<file path="src/rtl/cache_arb_pkg.sv">
// Shared types for the I/D cache line-memory arbiter.
package cache_arb_pkg;
   typedef enum logic [1:0] {
      IDLE   = 2'd0,
      I_BUSY = 2'd1,
      D_BUSY = 2'd2
   } arb_state_e;

   typedef enum logic {
      GRANT_I = 1'b0,
      GRANT_D = 1'b1
   } grant_e;
endpackage

</file>
<file path="src/rtl/cache_arbiter.sv">
// Arbitrates I-cache fills and D-cache fills/write-backs onto one line memory.
// One transaction at a time, round-robin on ties, one idle cycle after each completion.
module cache_arbiter
   import cache_arb_pkg::*;
#(
   parameter int LINE_W = 256,
   parameter int ADDR_W = 32
) (
   input  logic              clk,
   input  logic              rst_n,
   input  logic              i_pmem_read,
   input  logic [ADDR_W-1:0] i_pmem_address,
   output logic [LINE_W-1:0] i_pmem_rdata,
   output logic              i_pmem_resp,
   input  logic              d_pmem_read,
   input  logic              d_pmem_write,
   input  logic [ADDR_W-1:0] d_pmem_address,
   input  logic [LINE_W-1:0] d_pmem_wdata,
   output logic [LINE_W-1:0] d_pmem_rdata,
   output logic              d_pmem_resp,
   output logic              pmem_read,
   output logic              pmem_write,
   output logic [ADDR_W-1:0] pmem_address,
   output logic [LINE_W-1:0] pmem_wdata,
   input  logic [LINE_W-1:0] pmem_rdata,
   input  logic              pmem_resp
);

   arb_state_e        r_state;
   grant_e            r_last_grant;
   logic              r_read;
   logic              r_write;
   logic [ADDR_W-1:0] r_addr;
   logic [LINE_W-1:0] r_wdata;
   logic              w_d_req;
   logic              w_grant_i;

   assign w_d_req   = d_pmem_read | d_pmem_write;
   // On a tie, the side that did not win last time goes first.
   assign w_grant_i = i_pmem_read & (~w_d_req | (r_last_grant == GRANT_D));

   always_ff @(posedge clk or negedge rst_n) begin
      if (!rst_n) begin
         r_state      <= IDLE;
         r_last_grant <= GRANT_I;
         r_read       <= 1'b0;
         r_write      <= 1'b0;
         r_addr       <= '0;
         r_wdata      <= '0;
      end else begin
         case (r_state)
            IDLE: begin
               if (w_grant_i) begin
                  r_state      <= I_BUSY;
                  r_last_grant <= GRANT_I;
                  r_read       <= 1'b1;
                  r_write      <= 1'b0;
                  r_addr       <= i_pmem_address;
               end else if (w_d_req) begin
                  // Read+write together resolves to the write-back.
                  r_state      <= D_BUSY;
                  r_last_grant <= GRANT_D;
                  r_read       <= ~d_pmem_write;
                  r_write      <= d_pmem_write;
                  r_addr       <= d_pmem_address;
                  r_wdata      <= d_pmem_wdata;
               end
            end
            I_BUSY, D_BUSY: begin
               if (pmem_resp) begin
                  r_state <= IDLE;
                  r_read  <= 1'b0;
                  r_write <= 1'b0;
               end
            end
            default: r_state <= IDLE;
         endcase
      end
   end

   assign pmem_read    = r_read;
   assign pmem_write   = r_write;
   assign pmem_address = r_addr;
   assign pmem_wdata   = r_wdata;

   assign i_pmem_resp  = (r_state == I_BUSY) & pmem_resp;
   assign d_pmem_resp  = (r_state == D_BUSY) & pmem_resp;
   assign i_pmem_rdata = pmem_rdata;
   assign d_pmem_rdata = pmem_rdata;

endmodule

</file>
<file path="config.mk">
export PLATFORM = sky130hd
export DESIGN_NAME = cache_arbiter
export DESIGN_NICKNAME = d
export VERILOG_FILES = /design/src/rtl/cache_arb_pkg.sv /design/src/rtl/cache_arbiter.sv
export SDC_FILE = /design/constraint.sdc
export NUM_CORES = 1
export LEC_CHECK = 0
export CAP_MARGIN = 20
export CORE_AREA = 3 3 537 539
export DETAILED_ROUTE_END_ITERATION = 7
export DIE_AREA = 0 0 540 542
export DONT_BUFFER_PORTS = 1
export HOLD_SLACK_MARGIN = 0.05
export PLACE_DENSITY_LB_ADDON = 0.08
export SYNTH_ARGS = -nofsm -noshare
export SYNTH_HDL_FRONTEND = slang
export SYNTH_SLANG_ARGS = --single-unit
</file>
<file path="constraint.sdc">
create_clock -name clk -period 1.7 [get_ports clk]
set_clock_uncertainty 0.1 [all_clocks]
set_input_delay 0 -clock clk [delete_from_list [all_inputs] [get_ports clk]]
set_output_delay 0 -clock clk [all_outputs]
set_load 0.02 [all_outputs]
</file>
Yosys cells after proc, flatten, opt, wreduce, memory -nomap -nowiden --
Cells that the tools add are included. Widths: inputs -> output; s select.
Storage, ports and cells: register bits after elaboration 293, bits of input ports 582, output and inout bits 804, word-level logic and storage cells 41
Cells by class: equal/unequal tests 4, multiplexer cells 15, bitwise operators 8, reductions and logical operators 8
Operator list (number):
- $mux 32 | 2
- $mux 1 | 7
- $mux 2 | 3
- $reduce_and 3->1 | 2
- $pmux 1 s2 | 2
- $pmux 2 s2 | 1
- $reduce_and 2->1 | 2
- $reduce_bool 2->1 | 2
- $and 1x1->1 | 3
- $ne 3x3->1 const B | 1
- $not 1->1 | 3
- $eq 2x1->1 const B | 1
- $eq 2x2->1 const B | 1
- $logic_not 2->1 | 1
- $ne 2x2->1 const B | 1
- $or 1x1->1 | 2
- $reduce_or 2->1 | 1

Depth between registers and ports, before layout --
depth in word-level cells 6, gate-level depth with buffers 8, depth with buffers taken out 5

Least setup slack after synthesis --
No wires, ideal clock.
path type reg2reg, from register r_state[0], to register r_addr[0], in the netlist pmem_address[0], library setup time 0.141 ns, arrival 1.483 ns, required time 1.459 ns, slack -0.025 ns, cell stages (with the launch flop) 8, path buffers 3, period minus slack after synthesis 1.725 ns, cell sequence dfrtp_1 > inv_1 > ha_1 > buf_2 > o31a_1 > buf_2 > buf_1 > a31oi_1
Between the ends: longest elaborated chain between the ends 2
Ends and longest elaborated chain:
- start, declared | RTL line cache_arbiter.sv:29 | arb_state_e r_state;
- start signal, assigned | RTL line cache_arbiter.sv:44 | r_state <= IDLE;
- start signal, assigned | RTL line cache_arbiter.sv:54 | r_state <= I_BUSY;
- start signal, assigned | RTL line cache_arbiter.sv:61 | r_state <= D_BUSY;
- $logic_not 2->1 | RTL line cache_arbiter.sv:51 | case (r_state)
- $reduce_and 2->1 (no line)
- end signal, assigned | RTL line cache_arbiter.sv:58 | r_addr <= i_pmem_address;
- end signal, assigned | RTL line cache_arbiter.sv:65 | r_addr <= d_pmem_address;
- end, declared | RTL line cache_arbiter.sv:33 | logic [ADDR_W-1:0] r_addr;
No other way between the ends. A chain may end at the register's enable or synchronous reset.

Worst setup path in the final report --
from register r_state[1], to register r_wdata[227], in the netlist pmem_wdata[227]
Between the ends: longest elaborated chain between the ends 2
Ends and longest elaborated chain:
- $logic_not 2->1 | RTL line cache_arbiter.sv:51
- $reduce_and 3->1 (no line)
- end signal, assigned | RTL line cache_arbiter.sv:66 | r_wdata <= d_pmem_wdata;
- end, declared | RTL line cache_arbiter.sv:34 | logic [LINE_W-1:0] r_wdata;
No other way between the ends.

==> run_results.csv <==
group,metric,value,unit
place,dp.final_hpwl,61.1,mm
sta,finalSetupViolations,253,
die,area_of_the_core_region,284000,um2
global_route,grt.met2_usage,0.0959,
die,rows,196,
cts,clock_path_buffers,3,
sta,hold_violations,293,
die,die-width,540,um
synth,post_synth_num_cell_types,26,
worst_setup_path,startpoint_type,"flip-flop",
synth,ys_dominant_reg_cell,"dfrtp_1",
outcome,run_status,"complete, but fails checks",
routing,firstDrtPassIters,5,
sta,share_of_the_clock_period_used_by_the_worst_path_after_layout,1.07,
worst_setup_path,critPathMaxStageDelay,0.38,ns
sta,timing.final.ws_setup,-0.121,ns
routing,post_drt_wl_per_cell,15.1,um
sta,relSlewSlack,0.395,
synth,synth.avg_cell_area,12.0,um2
global_route,total_grt_usage,0.0540,
routing,route.final.wire_length,84.3,mm
cts,tritoncts,"built",
worst_setup_path,worst_setup_end_kind,"flip-flop",
routing,ant_nets,0,
finish,fraction_of_layout_cells_with_a_size_suffix_above_1,0.252,
job,cap_viol_max_count,0,
global_route,grt_first_pass_wirelength,109,mm
power_and_ir_drop,p_leak,10.2,nW
die,initial_core_util,0.0534,
cts,cts-root-buf,"clkbuf_16",
worst_setup_path,timing.critical_path.arrival,2.26,ns
finish,finalNonFillerCells,5571,
sta,peak_clock_frequency_supported_by_timing,549,MHz
global_route,maximum_number_of_pins_on_one_net_before_global_route_repair,294,
global_route,grt-ovfl-total,0,
synth,synthesis.nets,1852,
die,dieArea,293000,um2
global_route,antenna_found_initial,9,
outcome,failed_checks,"hold timing, setup timing",
place,place.detailed.instances,4548,
synth,synth-seq-area-share,0.482,
worst_setup_path,crit_path_top_delay_cell,"dfrtp_1",
routing,viasPerCell,2.02,
worst_setup_path,worst_r2r_path_depth,7,
power_and_ir_drop,power.ir.vdd_worst,0.785,mV
worst_setup_path,crit-reg2reg-launch,"r_state[1]$_DFFE_PN0P_",
finish,multi_input_gate_area,3820,um2
worst_setup_path,worst_r2r_endpoint,"pmem_wdata[227]$_DFFE_PN0P_",
synth,netlist_area,15200,um2
sta,post-route-min-period,1.82,ns
worst_setup_path,critPathBufInv,4,
routing,drtIter0Drc,281,
worst_setup_path,timing.critical_path.max_delay_family,"buffers and inverters",
cts,clkLatencyLatePin,0.65,ns
cts,cts_hold_buf,897,
synth,ys_warn_count,0,
place,gp_routability_congestion,0.692,
worst_setup_path,r2r_slack,-0.12,ns
worst_setup_path,crit_required,2.14,ns
global_route,grtUsageMet3,0.0286,
worst_setup_path,critical_path.most_common_cell,"buf_16",
routing,vias,11300,
sta,final-max-slew-violation-count,0,
hold_path,min_path_type,"in2async",
die,boundaryPins,1386,
global_route,global_route.usage.met1,0.0520,
sta,rsz_0062_raised_after_global_routing,"true",
finish,final_common_cell,"dlygate4sd3_1",
finish,register_area,7330,um2
worst_setup_path,worst-path-max-fanout,12,
global_route,grt-busiest-layer,"met2",
routing,drc_errors,0,
sta,max_slew.worst_pin.slew,0.908,ns
finish,final.fill_count,32500,
finish,layout_common_cells,"dlygate4sd3_1, dfrtp_1, mux2_2, clkbuf_16, buf_4",
synth,synth_enable_flop_cells,0,
power_and_ir_drop,power_density_cells,1590,nW/um2
cts,clkTransAtPathRegs,0.05,ns
synth,ys_ff_latch,293,
finish,design.final.nets,2352,
sta,whs,-1.06,ns
cts,cts_made_buffers,49,
worst_setup_path,crit_path_cell_trace,"inv_2, ha_4, nand3b_4, buf_12, buf_16, buf_16, mux2_2",
finish,flow.area_growth_from_synthesis,85.0,%
synth,synth_cells,1267,
die,fp.dieH,542,um
cts,cts.sink_count,293,
place,io_buffer_count,0,
worst_setup_path,worst-setup-path-type,"reg2reg",
cts,htree_num_levels,2,
global_route,first_global_vias,12400,
synth,synth_async_sr_flop_share,1.00,
==> cell usage after synthesis (2+ instances only) <==
cell type  number  share of area
and2_1          2        0.00082
clkbuf_1       14         0.0035
a31oi_1        32          0.013
buf_1           3        0.00074
mux2_2        256           0.19
dfrtp_1       293           0.48
buf_6           2         0.0015
nor2_1         34         0.0084
buf_2           7         0.0023
ha_1            3         0.0025
nand2_1         2        0.00049
inv_1           4        0.00099
nor2b_1         2        0.00082
o21ai_0        33          0.011
nand3_1        34          0.011
a21oi_1         2        0.00066
buf_4         535           0.26
==> state kept, by name, summed over array words and instances (netlist names) <==
name	cells
pmem_address	32
pmem_wdata	256
pmem_read	1
r_last_grant	1
r_state	2
pmem_write	1
==> layout make-up <==
type	count	area share
repair buffers	1010	0.377
flip-flops and latches	293	0.261
well taps	3762	0.167
multi-input cells	409	0.136
clock buffers	78	0.0521
clock inverters	13	0.00650
inverters	4	0.000534
diodes	2	0.000178
==> report_power, final <==
group          switching (W)  internal, W
sequential           0.00774       0.0106
clock                0.00416      0.00636
combinational        0.00732      0.00862
==> worst max-delay path by stage <==
stage	end	cells after the start	slack, ns	from
2_1_floorplan	pmem_wdata[100]$_DFFE_PN0P_	7	-0.02	r_state[0]$_DFFE_PN0P_
3_3_place_gp	pmem_address[3]$_DFFE_PN0P_	7	-0.23	r_state[0]$_DFFE_PN0P_
3_5_place_dp	pmem_wdata[10]$_DFFE_PN0P_	6	-0.19	r_state[0]$_DFFE_PN0P_
4_1_cts	pmem_wdata[10]$_DFFE_PN0P_	8	-0.18	r_state[0]$_DFFE_PN0P_
5_1_grt	pmem_wdata[17]$_DFFE_PN0P_	7	-0.18	r_state[1]$_DFFE_PN0P_
6_report	pmem_wdata[227]$_DFFE_PN0P_	7	-0.12	r_state[1]$_DFFE_PN0P_
==> kinds of logic (layout without fill, tap and decap cells) <==
logic type      after synthesis  after routing  synth area share
fa+ha+maj                     3              3           0.00247
flops                       293            293             0.482
simple gates                 76             76            0.0236
buf+inv                     565           1105             0.273
other cells                   0              2                 0
compound gates               74             74            0.0287
mux                         256            256             0.190
==> routing by layer <==
metal	vias up	part of all wire
li1	4745	-
met1	5526	0.34
met2	858	0.51
met3	122	0.12
met4	2	0.036
met5	-	0.00015
==> repair_timing <==
item / 4_1_cts / 5_1_grt
setup buffers: 14 / 8
resized for setup: 45 / 26
hold endpoints to repair: 1098 / 293
endpoints found under the setup margin: 278 / 268
pin swaps: 1 / 4
cloned: 10 / 7
==> metrics by stage <==
stage / power [W] / utilization / TNS (ns) / worst slack, ns / area (um2)
finish: 0.0448 / 0.0989 / -14.03 / -0.121 / 28100
global route: 0.0478 / 0.0989 / -31.54 / -0.181 / 28100
CTS: 0.0459 / 0.0979 / -24.48 / -0.183 / 27800
detailed placement: 0.0299 / 0.0583 / -31.20 / -0.186 / 16600
global placement: 0.0300 / 0.0583 / -42.91 / -0.229 / 16600
floorplan: 0.0248 / - / -4.76 / -0.0226 / 15200
(Power assumes the default switching activity.)
